--- src/rtl/wb_burst_reader_if.sv ---
// Wishbone pipelined bus bundle shared by wb_burst_reader and its responders.
//   clk, rst : bus clock/reset, carried for responders; unused by the burst reader
//   master   : drives cyc, stb, we, sel, adr, dat_o; receives ack, err, stall, dat_i
//   slave    : the mirror image of master
interface wb_if (
  input logic clk,
  input logic rst
);
  logic        cyc;
  logic        stb;
  logic        we;
  logic [3:0]  sel;
  logic [31:0] adr;
  logic [31:0] dat_o;
  logic [31:0] dat_i;
  logic        ack;
  logic        err;
  logic        stall;

  modport master (
    output cyc, stb, we, sel, adr, dat_o,
    input  ack, err, stall, dat_i
  );

  modport slave (
    input  clk, rst, cyc, stb, we, sel, adr, dat_o,
    output ack, err, stall, dat_i
  );
endinterface

--- src/rtl/wb_burst_reader.sv ---
// wb_burst_reader: Wishbone pipelined initiator that reads len_words consecutive 32-bit words
// from base_addr into an internal FIFO and presents them on a valid/ready stream.
//   clk, rst_n           : clock, asynchronous active-low reset
//   start                : command strobe, sampled only when idle
//   base_addr, len_words : first byte address (bits [1:0] ignored) and word count
//   busy, done, error    : command status; done is a 1-cycle pulse, error is sticky
//   m_data, m_valid,
//   m_ready              : read-data stream (FIFO head)
//   wb                   : Wishbone pipelined master port
// Optional build macro WB_BURST_READER_TIMEOUT_EN adds an ack watchdog of TIMEOUT_CYCLES.
module wb_burst_reader #(
  parameter int unsigned FIFO_DEPTH     = 8,
  parameter int unsigned LEN_WIDTH      = 16,
  parameter int unsigned TIMEOUT_CYCLES = 1024
) (
  input  logic                 clk,
  input  logic                 rst_n,
  input  logic                 start,
  input  logic [31:0]          base_addr,
  input  logic [LEN_WIDTH-1:0] len_words,
  output logic                 busy,
  output logic                 done,
  output logic                 error,
  output logic [31:0]          m_data,
  output logic                 m_valid,
  input  logic                 m_ready,
  wb_if.master                 wb
);

  localparam int unsigned PW = $clog2(FIFO_DEPTH);
  localparam int unsigned CW = PW + 1;

  typedef enum logic [1:0] {StIdle, StReq, StWait, StDone} state_e;

  state_e               state_q;
  logic                 busy_q, done_q, error_q, cyc_q, stb_q;
  logic [31:0]          adr_q;
  logic [LEN_WIDTH-1:0] issue_cnt_q, issue_cnt_d;
  logic [CW-1:0]        outst_q, outst_d;
  logic [CW-1:0]        fifo_cnt_q, fifo_cnt_d;
  logic [CW-1:0]        credit_d, credit_start;
  logic [PW-1:0]        wr_ptr_q, rd_ptr_q;
  logic [31:0]          mem_q [FIFO_DEPTH];

  logic in_bus, issue, push, pop, abort, timeout;

  assign in_bus = (state_q == StReq) || (state_q == StWait);
  assign issue  = stb_q & ~wb.stall;
  assign abort  = in_bus & (wb.err | timeout);
  assign push   = in_bus & wb.ack & ~abort;
  assign pop    = m_valid & m_ready;

  // Credit is computed from post-edge occupancy so that a registered stb never requests a
  // word whose ack could find the FIFO full.
  assign fifo_cnt_d   = fifo_cnt_q + CW'(push) - CW'(pop);
  assign outst_d      = outst_q + CW'(issue) - CW'(push);
  assign issue_cnt_d  = issue_cnt_q - LEN_WIDTH'(issue);
  assign credit_d     = CW'(FIFO_DEPTH) - fifo_cnt_d - outst_d;
  assign credit_start = CW'(FIFO_DEPTH) - fifo_cnt_d;

`ifdef WB_BURST_READER_TIMEOUT_EN
  localparam int unsigned TW = $clog2(TIMEOUT_CYCLES + 1);
  logic [TW-1:0] wdog_q;
  logic          wdog_run;

  assign wdog_run = cyc_q & (outst_q != '0) & ~wb.ack & ~wb.err;
  assign timeout  = wdog_run & (wdog_q == TW'(TIMEOUT_CYCLES - 1));

  always_ff @(posedge clk or negedge rst_n) begin
    if (!rst_n) begin
      wdog_q <= '0;
    end else if (wdog_run && !timeout) begin
      wdog_q <= wdog_q + 1'b1;
    end else begin
      wdog_q <= '0;
    end
  end
`else
  assign timeout = 1'b0;
`endif

  always_ff @(posedge clk or negedge rst_n) begin
    if (!rst_n) begin
      state_q     <= StIdle;
      busy_q      <= 1'b0;
      done_q      <= 1'b0;
      error_q     <= 1'b0;
      cyc_q       <= 1'b0;
      stb_q       <= 1'b0;
      adr_q       <= '0;
      issue_cnt_q <= '0;
      outst_q     <= '0;
    end else begin
      done_q <= 1'b0;
      case (state_q)
        StIdle: begin
          if (start) begin
            adr_q       <= {base_addr[31:2], 2'b00};
            issue_cnt_q <= len_words;
            outst_q     <= '0;
            error_q     <= 1'b0;
            busy_q      <= 1'b1;
            if (len_words == '0) begin
              state_q <= StDone;
              done_q  <= 1'b1;
            end else begin
              state_q <= StReq;
              cyc_q   <= 1'b1;
              stb_q   <= (credit_start != '0);
            end
          end
        end
        StReq, StWait: begin
          if (abort) begin
            error_q <= 1'b1;
            cyc_q   <= 1'b0;
            stb_q   <= 1'b0;
            outst_q <= '0;
            state_q <= StDone;
            done_q  <= 1'b1;
          end else begin
            outst_q <= outst_d;
            if (state_q == StReq) begin
              if (issue) begin
                adr_q       <= adr_q + 32'd4;
                issue_cnt_q <= issue_cnt_d;
              end
              if (issue_cnt_d == '0) begin
                stb_q   <= 1'b0;
                state_q <= StWait;
              end else begin
                stb_q <= (credit_d != '0);
              end
            end else if (outst_d == '0) begin
              cyc_q   <= 1'b0;
              state_q <= StDone;
              done_q  <= 1'b1;
            end
          end
        end
        StDone: begin
          busy_q  <= 1'b0;
          state_q <= StIdle;
        end
        default: state_q <= StIdle;
      endcase
    end
  end

  // Read-data FIFO; acks are written the cycle they arrive.
  always_ff @(posedge clk or negedge rst_n) begin
    if (!rst_n) begin
      wr_ptr_q   <= '0;
      rd_ptr_q   <= '0;
      fifo_cnt_q <= '0;
      for (int i = 0; i < int'(FIFO_DEPTH); i++) begin
        mem_q[i] <= '0;
      end
    end else begin
      if (push) begin
        mem_q[wr_ptr_q] <= wb.dat_i;
        wr_ptr_q        <= wr_ptr_q + 1'b1;
      end
      if (pop) begin
        rd_ptr_q <= rd_ptr_q + 1'b1;
      end
      fifo_cnt_q <= fifo_cnt_d;
    end
  end

  assign busy    = busy_q;
  assign done    = done_q;
  assign error   = error_q;
  assign m_valid = (fifo_cnt_q != '0);
  assign m_data  = mem_q[rd_ptr_q];

  assign wb.cyc   = cyc_q;
  assign wb.stb   = stb_q;
  assign wb.we    = 1'b0;
  assign wb.sel   = 4'hF;
  assign wb.adr   = adr_q;
  assign wb.dat_o = '0;

endmodule

--- src/flat_wrapper.sv ---
// flat-port wrapper written by rule: the top's interface ports become plain ports
module wb_burst_reader_flat 
#(
  parameter int unsigned FIFO_DEPTH     = 8,
  parameter int unsigned LEN_WIDTH      = 16,
  parameter int unsigned TIMEOUT_CYCLES = 1024
)
  (clk, rst_n, start, base_addr, len_words, busy, done, error, m_data, m_valid, m_ready, rst, wb_cyc, wb_stb, wb_we, wb_sel, wb_adr, wb_dat_o, wb_ack, wb_err, wb_stall, wb_dat_i);
  wb_if wb_i (.clk(clk), .rst(rst));
  input  logic clk;
  input  logic rst_n;
  input  logic start;
  input  logic [31:0] base_addr;
  input  logic [LEN_WIDTH-1:0] len_words;
  output logic busy;
  output logic done;
  output logic error;
  output logic [31:0] m_data;
  output logic m_valid;
  input  logic m_ready;
  input wire logic rst;
  output wire logic [$bits(wb_i.cyc)-1:0] wb_cyc;
  output wire logic [$bits(wb_i.stb)-1:0] wb_stb;
  output wire logic [$bits(wb_i.we)-1:0] wb_we;
  output wire logic [$bits(wb_i.sel)-1:0] wb_sel;
  output wire logic [$bits(wb_i.adr)-1:0] wb_adr;
  output wire logic [$bits(wb_i.dat_o)-1:0] wb_dat_o;
  input wire logic [$bits(wb_i.ack)-1:0] wb_ack;
  input wire logic [$bits(wb_i.err)-1:0] wb_err;
  input wire logic [$bits(wb_i.stall)-1:0] wb_stall;
  input wire logic [$bits(wb_i.dat_i)-1:0] wb_dat_i;
  assign wb_cyc = wb_i.cyc;
  assign wb_stb = wb_i.stb;
  assign wb_we = wb_i.we;
  assign wb_sel = wb_i.sel;
  assign wb_adr = wb_i.adr;
  assign wb_dat_o = wb_i.dat_o;
  assign wb_i.ack = wb_ack;
  assign wb_i.err = wb_err;
  assign wb_i.stall = wb_stall;
  assign wb_i.dat_i = wb_dat_i;
  wb_burst_reader #(.FIFO_DEPTH(FIFO_DEPTH), .LEN_WIDTH(LEN_WIDTH), .TIMEOUT_CYCLES(TIMEOUT_CYCLES)) u_core (.clk(clk), .rst_n(rst_n), .start(start), .base_addr(base_addr), .len_words(len_words), .busy(busy), .done(done), .error(error), .m_data(m_data), .m_valid(m_valid), .m_ready(m_ready), .wb(wb_i));
endmodule
--- config.mk ---
export PLATFORM = sky130hd
export DESIGN_NAME = wb_burst_reader_flat
export DESIGN_NICKNAME = d
export VERILOG_FILES = /design/src/rtl/wb_burst_reader_if.sv /design/src/rtl/wb_burst_reader.sv /design/src/flat_wrapper.sv
export SDC_FILE = /design/constraint.sdc
export NUM_CORES = 1
export LEC_CHECK = 0
export CAP_MARGIN = 20
export CORE_UTILIZATION = 35
export CTS_CLUSTER_DIAMETER = 200
export CTS_CLUSTER_SIZE = 16
export DETAILED_ROUTE_END_ITERATION = 12
export SETUP_SLACK_MARGIN = 0.1
export SLEW_MARGIN = 20
export SYNTH_ARGS = -nofsm -noshare
export SYNTH_HDL_FRONTEND = slang
export SYNTH_SLANG_ARGS = --single-unit
--- constraint.sdc ---
create_clock -name clk -period 10.8 [get_ports clk]
set_clock_uncertainty 0.1 [all_clocks]
set_input_delay 1.08 -clock clk [delete_from_list [all_inputs] [get_ports clk]]
set_output_delay 1.08 -clock clk [all_outputs]
set_load 0.02 [all_outputs]
After elaboration in Yosys (flattened, before gate mapping)
Cells that the tools add are included.
{"block": "word_totals", "ff_bits": 325, "latch_bits": 0, "ramBits": 0, "romBits": 0, "input_bits": 88, "out_inout_bits": 107, "mem_count": 0}
{"block": "classes", "addsub": 10, "multipliers": 0, "div": 0, "magnitude_cmp": 3, "n_eq_ne": 14, "shifts": 0, "n_mux": 49, "bitwise": 9, "reduce_logical": 19}
{"cell": "256-bit bitwise mux", "count": 1}
{"cell": "32-bit 2-to-1 mux", "count": 7}
{"cell": "32-bit binary-select mux with 3-bit select", "count": 1}
{"cell": "32-bit demux with 3-bit select", "count": 1}
{"cell": "16-bit 2-to-1 mux", "count": 4}
{"cell": "32-bit one-hot mux with 2 select lines", "count": 1}
{"cell": "32-bit by 3-bit adder with 32-bit output, second input constant", "count": 1}
{"cell": "16-bit logical NOT", "count": 2}
{"cell": "16-bit one-hot mux with 2 select lines", "count": 1}
{"cell": "1-bit 2-to-1 mux", "count": 18}
{"cell": "16-bit by 1-bit subtractor with 16-bit output", "count": 1}
{"cell": "2-bit 2-to-1 mux", "count": 6}
{"cell": "4-bit nonzero test", "count": 3}
{"cell": "1-bit one-hot mux with 2 select lines", "count": 5}
{"cell": "5-bit AND reduction", "count": 2}
{"cell": "4-bit by 1-bit adder with 4-bit output", "count": 2}
{"cell": "4-bit >= comparator, second input constant", "count": 2}
{"cell": "4-bit 2-to-1 mux", "count": 2}
{"cell": "3-bit NOT with 4-bit output", "count": 2}
{"cell": "4-bit one-hot mux with 2 select lines", "count": 1}
{"cell": "4-bit by 1-bit subtractor with 4-bit output", "count": 2}
{"cell": "3-bit by 1-bit adder with 3-bit output, second input constant", "count": 2}
{"cell": "2-bit by 1-bit inequality test with 1-bit output, second input constant", "count": 3}
{"cell": "2-bit inequality test, second input constant", "count": 3}
{"cell": "21 further kinds", "count": 31}

Logic depth before layout (Yosys ltp)
Gate-level depths: netlist of the first run.
{"block": "depth", "word_depth": 14, "mapped_depth": 21, "depth_no_buf": 21}

Worst setup path before layout of the first run
OpenSTA, ideal clock, no wires.
{"block": "synth_timing", "path_type": "input to register", "startpoint": "input port m_ready", "endpoint": "register u_core.stb_q, in the netlist u_core.wb.stb", "arrival_time_ns": 3.812, "required_ns": 10.577, "setup_slack_ns": 6.765, "stages": 18, "n_path_buf": 0, "cell_sequence": "nand2_1 -> inv_1 -> ha_1 -> inv_1 -> ha_1 -> fa_1 -> inv_1 -> ha_1 -> inv_1 -> xnor2_1 -> ha_1 -> a21oi_1 -> o21ai_0 -> xor2_1 -> xnor2_1 -> xnor2_1 -> o21ai_0 -> a21oi_1"}
{"block": "synth_via", "elab_chain_cells": 9, "word_cells_on_any_way": 12}
{"item": "start, declared", "line": "flat_wrapper.sv:20", "text": "input logic m_ready;"}
{"item": "1-bit bitwise AND *", "line": "wb_burst_reader.sv:51", "text": "assign pop = m_valid & m_ready;"}
{"item": "via u_core.pop", "line": "wb_burst_reader.sv:45", "text": "logic in_bus, issue, push, pop, abort, timeout;"}
{"item": "4-bit by 1-bit subtractor with 4-bit output *", "line": "wb_burst_reader.sv:55", "text": "assign fifo_cnt_d = fifo_cnt_q + CW'(push) - CW'(pop);"}
{"item": "via u_core.fifo_cnt_d[1]", "line": "wb_burst_reader.sv:40", "text": "logic [CW-1:0] fifo_cnt_q, fifo_cnt_d;"}
{"item": "4-bit subtractor *", "line": "wb_burst_reader.sv:58, wb_burst_reader.sv:59"}
{"item": "4-bit subtractor", "line": "wb_burst_reader.sv:58", "text": "assign credit_d = CW'(FIFO_DEPTH) - fifo_cnt_d - outst_d;"}
{"item": "4-bit nonzero test", "line": "wb_burst_reader.sv:132", "text": "stb_q <= (credit_d != '0);"}
{"item": "1-bit 2-to-1 mux", "line": "wb_burst_reader.sv:128", "text": "if (issue_cnt_d == '0) begin"}
{"item": "1-bit 2-to-1 mux", "line": "wb_burst_reader.sv:123", "text": "if (state_q == StReq) begin"}
{"item": "1-bit 2-to-1 mux", "line": "wb_burst_reader.sv:114", "text": "if (abort) begin"}
{"item": "1-bit one-hot mux with 2 select lines *", "line": "wb_burst_reader.sv:95", "text": "case (state_q)"}
{"item": "end signal, assigned", "line": "wb_burst_reader.sv:109", "text": "stb_q <= (credit_start != '0);"}
{"item": "end signal, assigned", "line": "wb_burst_reader.sv:132"}
{"item": "end, declared", "line": "wb_burst_reader.sv:36", "text": "logic busy_q, done_q, error_q, cyc_q, stb_q;"}
Mark *: on every way through the listed nets, which the timed path passes. The rest lies on a longest branch. The select of a mux whose other input is x is not followed.
A chain may end at the register's enable or synchronous reset.

Worst setup path after layout of the first run
{"block": "layout_timing", "startpoint": "register u_core.state_q[0]", "endpoint": "register u_core.stb_q, in the netlist u_core.wb.stb"}
{"block": "layout_via", "elab_chain_cells": 14, "word_cells_on_any_way": 27}
{"item": "start, declared", "line": "wb_burst_reader.sv:35", "text": "state_e state_q;"}
{"item": "start signal, assigned", "line": "wb_burst_reader.sv:84", "text": "state_q <= StIdle;"}
{"item": "start signal, assigned", "line": "wb_burst_reader.sv:104", "text": "state_q <= StDone;"}
{"item": "start signal, assigned", "line": "wb_burst_reader.sv:107", "text": "state_q <= StReq;"}
{"item": "2-bit by 1-bit == test with 1-bit output or 2-bit == test (tied branches)", "line": "wb_burst_reader.sv:47", "text": "assign in_bus = (state_q == StReq) || (state_q == StWait);"}
{"item": "1-bit logical OR *", "line": "wb_burst_reader.sv:47"}
{"item": "via u_core.in_bus", "line": "wb_burst_reader.sv:45"}
{"item": "1-bit bitwise AND", "line": "wb_burst_reader.sv:49", "text": "assign abort = in_bus & (wb.err | timeout);"}
{"item": "1-bit NOT", "line": "wb_burst_reader.sv:50", "text": "assign push = in_bus & wb.ack & ~abort;"}
{"item": "1-bit bitwise AND *", "line": "wb_burst_reader.sv:50"}
{"item": "via u_core.push", "line": "wb_burst_reader.sv:45"}
{"item": "4-bit by 1-bit adder with 4-bit output *", "line": "wb_burst_reader.sv:55"}
{"item": "4-bit by 1-bit subtractor with 4-bit output *", "line": "wb_burst_reader.sv:55"}
{"item": "via u_core.fifo_cnt_d[1]", "line": "wb_burst_reader.sv:40"}
{"item": "4-bit subtractor *", "line": "wb_burst_reader.sv:58, wb_burst_reader.sv:59"}
{"item": "4-bit subtractor", "line": "wb_burst_reader.sv:58"}
{"item": "4-bit nonzero test", "line": "wb_burst_reader.sv:132"}
{"item": "1-bit 2-to-1 mux", "line": "wb_burst_reader.sv:128"}
{"item": "1-bit 2-to-1 mux", "line": "wb_burst_reader.sv:123"}
{"item": "1-bit 2-to-1 mux", "line": "wb_burst_reader.sv:114"}
{"item": "1-bit one-hot mux with 2 select lines *", "line": "wb_burst_reader.sv:95"}
Marked as above.

==> flow_summary.toml, run 1 <==
[yosys]
synth_compound_area_share_pct = 5.706
synth-xor-area-share_pct = 0.9614
synth_edf_count = 0
muxShareOfSynthArea_pct = 30.65
synth.avg_cell_area_um2 = 13.12
async_flop_share_pct = 100.0
synthAdderAreaFrac_pct = 2.126
synth_area_leader_cell = "dfrtp_1"
synthFlopType = "dfrtp_1"
yosys.area_share.simple_pct = 5.706
yosys_warnings = 0
seq_area_frac_synth_pct = 50.49
yosysTopAreaCellShare_pct = 50.49
yosys_register_bits = 323
synth.cell_area_um2 = 16010
ys_types = 52
synth_area_leaders = "dfrtp_1 (50%), mux2_2 (20%), mux4_2 (9.0%)"
synth_top_family_by_area = "multiplexers"
synthCells = 1220

[worst_setup_path]
path_class = "reg2reg"
end_kind = "flip-flop"
crit_required_ps = 11180
start_kind = "flip-flop"
arrival_ps = 5490
path_max_fanout = 51

[detailed_routing]
wire_per_inst_um = 18.95
dr_total_vias = 10120
viasPerCell = 5.231
drtPass1Iterations = 4
drc_errors = 0
ant_nets = 0
initialDrtViolationCount = 608
routed_wl_mm = 36.64

[power_and_ir_drop]
internal-power_mw = 3.673
pwr-share-seq_pct = 37.2
p_sw_mw = 2.182
p_leak_nw = 8.151
p_sw_share_pct = 37.27
pwr-share-comb_pct = 48.8
vdd.ir_drop.worst_uv = 241.3
clkPwrFrac_pct = 14.0
power_mw = 5.855
power_density_nw_per_um2 = 313.3

[clock_tree]
htree_levels = 1
clockBufferDepth = 3
cts_sinks = 323
clock_latency_ps = 550
cts.clk_slew.worst_paths_ps = 80
cts_setup_buffers = 0
cts_tree = "built"
clockRootBuffer = "clkbuf_16"
cts_buffers = 24
cts_resized = 0
cts_hold_buf = 0

[sta]
fin_tns_setup_ps = 0
max_freq_mhz = 195.8
finalSetupViolations = 0
fin_crit_ps = 5106
tightestPinTransition_ps = 1101
finalMaxSlewViolations = 0
hold_viol_final = 0
period_share_pct = 47.28
relSlewSlack_pct = 26.57
rsz0062_at_grt = "no"

[floorplan]
die-width_um = 215.9
design.core.area_um2 = 44700
row_count = 77
initial_core_util_pct = 35.81
die_h_um = 215.9
dieArea_um2 = 46600
pin_count = 195

[finish]
final_util_pct = 41.81
drive_above_1_share_pct = 30.57
stdcell_count = 1934
area_growth_pct = 16.77
nets = 1454

[run]
maxCapViolCount = 0

[global_route]
busiest_layer = "met2"
gr-usage-met1_pct = 21.70
groute.usage.overall_pct = 15.92
grtUsageMet3_pct = 3.495
use_met2_pct = 26.18
antenna_found_initial = 3
grt_first_pass_wirelength_mm = 59.42
grt_start_max_net_pins = 129
grt_pass1_vias = 10610
overflow = 0

[placement]
port-buffer-count = 152
placedCellCount = 1904
dp_hpwl_mm = 22.71
place_congestion = 0.7635

[status]
status = "finished clean"

[min_path]
hold_class = "in2async"
cells in the mapped netlist (all sizes together), types with 25 or more instances:
| cell type | number |
|---|---|
| dfrtp | 323 |
| mux2 | 290 |
| mux4 | 64 |
| a21oi | 60 |
| buf | 60 |
| clkbuf | 52 |
| nand2 | 44 |
| nand3 | 44 |
| o22ai | 42 |
| o21ai | 39 |
| inv | 30 |
| nor2 | 25 |
layer usage:
layer	share of wire, %	wire [um]	vias to the layer above
li1	-	-	4638
met5	0.082	30	-
met2	48	17460	182
met3	5.1	1884	39
met1	46	16730	5253
met4	1.4	531	4
through the flow:
stage / setup slack [ps] / hold WS (ps) / instance area [um2]
after floorplan: 6765 / 349.8 / 16150
after global placement: 5641 / 372.8 / 18000
after detailed placement: 5688 / 380.4 / 18000
after CTS: 5649 / 399.5 / 18630
after global routing: 5160 / 256.3 / 18690
final: 5694 / 275.1 / 18690
sequential cells by signal, indices dropped and copies added (netlist names), 2 cells and up:
| name | flops |
|---|---|
| u_core.mem_q | 256 |
| u_core.wb.adr | 30 |
| u_core.issue_cnt_q | 16 |
| u_core.fifo_cnt_q | 4 |
| u_core.outst_q | 4 |
| u_core.rd_ptr_q | 3 |
| u_core.wr_ptr_q | 3 |
| u_core.state_q | 2 |
critical path: stages, from the launching register on:
cell,delay [ps]
dfrtp_1,380
inv_1,100
ha_1,280
buf_4,470
inv_1,350
nor2_1,370
nand2_1,240
inv_1,230
ha_1,230
fa_1,470
inv_1,110
ha_1,180
inv_1,80
xnor2_1,130
ha_1,330
a21oi_1,120
o21ai_0,110
xor2_1,180
xnor2_1,190
xnor2_1,140
o21ai_0,90
a21oi_1,150
final timing paths:
check                           slack, ps               from  cells past startpoint                 to
min in group clk                      390  u_core.outst_q[0]                      2  u_core.outst_q[0]
worst min-delay path                  280              rst_n                      1  u_core.mem_q[126]
worst max register to register       5690  u_core.state_q[0]                     21      u_core.wb.stb
max in group asynchronous            9150              rst_n                      2  u_core.wb.adr[15]
worst min register to register        390  u_core.outst_q[0]                      2  u_core.outst_q[0]
worst max-delay path                 5690  u_core.state_q[0]                     21      u_core.wb.stb
cell usage in the layout, fill, tap and decap left out, drive strengths merged, types with 3 or more instances in the layout:
cell type | Yosys | routed
and3 | 13 | 13
nor2b | 4 | 4
xor2 | 3 | 3
buf | 60 | 18
and2 | 3 | 3
and4 | 4 | 4
dfrtp | 323 | 323
nor3 | 11 | 11
nand3 | 44 | 44
inv | 30 | 30
mux4 | 64 | 64
nor2 | 25 | 25
nand2 | 44 | 44
a21oi | 60 | 60
xnor2 | 12 | 12
mux2i | 20 | 20
nand3b | 3 | 3
o31ai | 4 | 4
mux2 | 290 | 290
nor3b | 7 | 7
clkdlybuf4s50 | 0 | 151
ha | 24 | 24
o21ai | 39 | 39
nor4 | 7 | 7
nand2b | 4 | 4
o22ai | 42 | 42
conb | 2 | 39
clkbuf | 52 | 25
kinds of logic after synthesis:
group / count (synthesis)
buf+inv: 142
mux: 374
other cells: 2
compound gates: 159
flops: 323
simple gates: 178
xor+xnor: 16
fa+ha+maj: 26
power by group through the flow:
stage	logic [mW]	clock network, mW	registers, mW
2_1_floorplan	2.11	0	2.06
3_3_place_gp	2.84	0	2.17
3_5_place_dp	2.89	0	2.20
4_1_cts	2.90	0.862	2.18
5_1_grt	3.13	0.897	2.27
6_report	2.85	0.822	2.18
cell type report:
class                      count  area, um2
antenna                        1      2.502
clock buffer                  25      604.3
clock inverter                 2      32.53
fill                        4188      26010
inverter                      30      112.6
multi-input combinational    792       7416
sequential                   323       8089
tap                          592      740.7
timing repair buffer         169       1694
No activity file was read; power rests on OpenSTA's default activity.
==> run 2, diff against run 1 <==
==> constraint.sdc (replaced) <==
create_clock -name clk -period 4.5 [get_ports clk]
set_clock_uncertainty 0.1 [all_clocks]
set_input_delay 0.45 -clock clk [delete_from_list [all_inputs] [get_ports clk]]
set_output_delay 0.45 -clock clk [all_outputs]
set_load 0.02 [all_outputs]
==> run 2 against run 1 <==
Net effect: clock power is 140% higher; worst hold slack improved by 120 ps; fmax grew 28%; highest routed layer unchanged; global-route usage is essentially flat; largest power group unchanged; critical path depth down 2; power increased by 140%; via count is 0.97% lower; cell area rose by 0.57%; sequential share of layout area fell by 0.24 points; wire length up 0.64%.
==> flow_summary.toml, run 2 (same netlist as run 1, synthesis figures left out) <==
[status]
status = "finished clean"

[worst_setup_path]
path_buf_inv = 4
arrival_ps = 4340
end_kind = "flip-flop"
cp_top_family = "adder cells"
path_max_fanout = 6
crit_required_ps = 4850
crit_path_cell_trace = "inv_1, ha_1, inv_1, nor2_1, nand2_1, inv_1, ha_1, inv_1, ha_1, fa_1, xnor2_1, ha_1, a21oi_1, o21ai_0, xor2_1, xnor2_1, xnor2_1, o21ai_0, a21oi_1"
slowest_stage = "dfrtp_1"
start_kind = "flip-flop"
path_class = "reg2reg"
cpPeakStageDelay_ps = 410

[clock_tree]
clockRootBuffer = "clkbuf_16"
clock_latency_ps = 560
clockBufferDepth = 3
cts_tree = "built"
cts.clk_slew.worst_paths_ps = 80
htree_levels = 1
cts_sinks = 323
cts_buffers = 24
cts_resized = 0

[global_route]
grt_start_max_net_pins = 120
overflow = 0
grt_pass1_vias = 10500
groute.usage.overall_pct = 15.93
grt_first_pass_wirelength_mm = 59.23
antenna_found_initial = 2

[power_and_ir_drop]
clkPwrFrac_pct = 14.0
pwr-share-comb_pct = 49.9
power_mw = 14.20
p_sw_mw = 5.295
power_density_nw_per_um2 = 755.3
internal-power_mw = 8.903
p_sw_share_pct = 37.29
pwr-share-seq_pct = 36.2
p_leak_nw = 8.207
vdd.ir_drop.worst_uv = 521.2

[floorplan]
design.core.area_um2 = 44700
row_count = 77
pin_count = 195
die_h_um = 215.9
initial_core_util_pct = 35.81
dieArea_um2 = 46600
die-width_um = 215.9

[sta]
relSlewSlack_pct = 35.17
period_share_pct = 88.68
fin_tns_setup_ps = 0
hold_viol_final = 0
layout_setup_ws_ps = 509.3
rsz0062_at_grt = "no"
tightestPinTransition_ps = 971.4
fin_crit_ps = 3991
finalSetupViolations = 0
max_freq_mhz = 250.6
finalMaxSlewViolations = 0
final.hold.worst_slack_ps = 391.0

[finish]
mostFrequentLayoutCells = "dfrtp_1 (320), mux2_2 (290), clkdlybuf4s50_1 (151)"
drive_above_1_share_pct = 30.91
area_growth_pct = 17.43
insertedDiodeCount = 0
top_register = "u_core.mem_q"
nets = 1462
final_util_pct = 42.05
fin_area_um2 = 18800
mostFrequentLayoutCell = "dfrtp_1"
stdcell_count = 1941
largest_reg_flops = 256

[placement]
port-buffer-count = 152
preCtsSetupSlack_ps = 391.3
place_congestion = 0.7976
post_dp_cell_area_um2 = 18130
placedCellCount = 1912
dp_hpwl_mm = 22.60

[detailed_routing]
dr_total_vias = 10020
drtPass1Iterations = 5
wire_per_inst_um = 19.00
initialDrtViolationCount = 509
viasPerCell = 5.161
drc_errors = 0
ant_nets = 0
routed_wl_mm = 36.87

[run]
maxCapViolCount = 0

[min_path]
hold_class = "in2reg"
[run 2: worst min-delay path, stage by stage]
cell	delay, ps
clkdlybuf4s50_1	390
o22ai_1	100
a21oi_1	60
[run 2: worst paths after layout]
check | slack (ps) | endpoint | startpoint | cells past startpoint
hold / removal | 390 | u_core.wb.adr[4] | base_addr[4] | 3
setup / recovery | 510 | u_core.wb.stb | u_core.state_q[1] | 19
max in group asynchronous | 2760 | u_core.mem_q[179] | rst_n | 3
hold reg to reg | 400 | u_core.mem_q[170] | u_core.mem_q[170] | 1
setup reg to reg | 510 | u_core.wb.stb | u_core.state_q[1] | 19
min in group asynchronous | 480 | u_core.mem_q[223] | rst_n | 2
[run 2: area by class of cell]
| class | count | area (um2) |
|---|---|---|
| Inverter | 30 | 112.6 |
| Clock buffer | 25 | 604.3 |
| Timing Repair Buffer | 177 | 1804 |
| Multi-Input combinational cell | 792 | 7415 |
| Fill cell | 4186 | 25900 |
| Sequential cell | 323 | 8089 |
| Tap cell | 592 | 740.7 |
| Clock inverter | 2 | 32.53 |
[run 2: power by group through the flow]
stage / Combinational, mW / Clock (mW) / Sequential, mW
after floorplan: 5.07 / 0 / 4.94
after global placement: 6.94 / 0 / 5.17
after detailed placement: 7.07 / 0 / 5.24
after CTS: 7.10 / 2.06 / 5.20
after global routing: 7.71 / 2.16 / 5.34
final: 7.08 / 1.98 / 5.14
[run 2: layer usage]
metal / up-vias / share of wire (%) / GRT usage, %
met5: - / 0.062 / 0
li1: 4657 / - / -
met2: 152 / 48 / 26.52
met4: 4 / 1.7 / 3.097
met3: 45 / 3.9 / 2.946
met1: 5160 / 46 / 21.69
[run 2: repair_timing]
action                                 4_1_cts  5_1_grt
setup buffers                                0        0
endpoints found under the hold margin      115        0
hold buffers                                 1        0
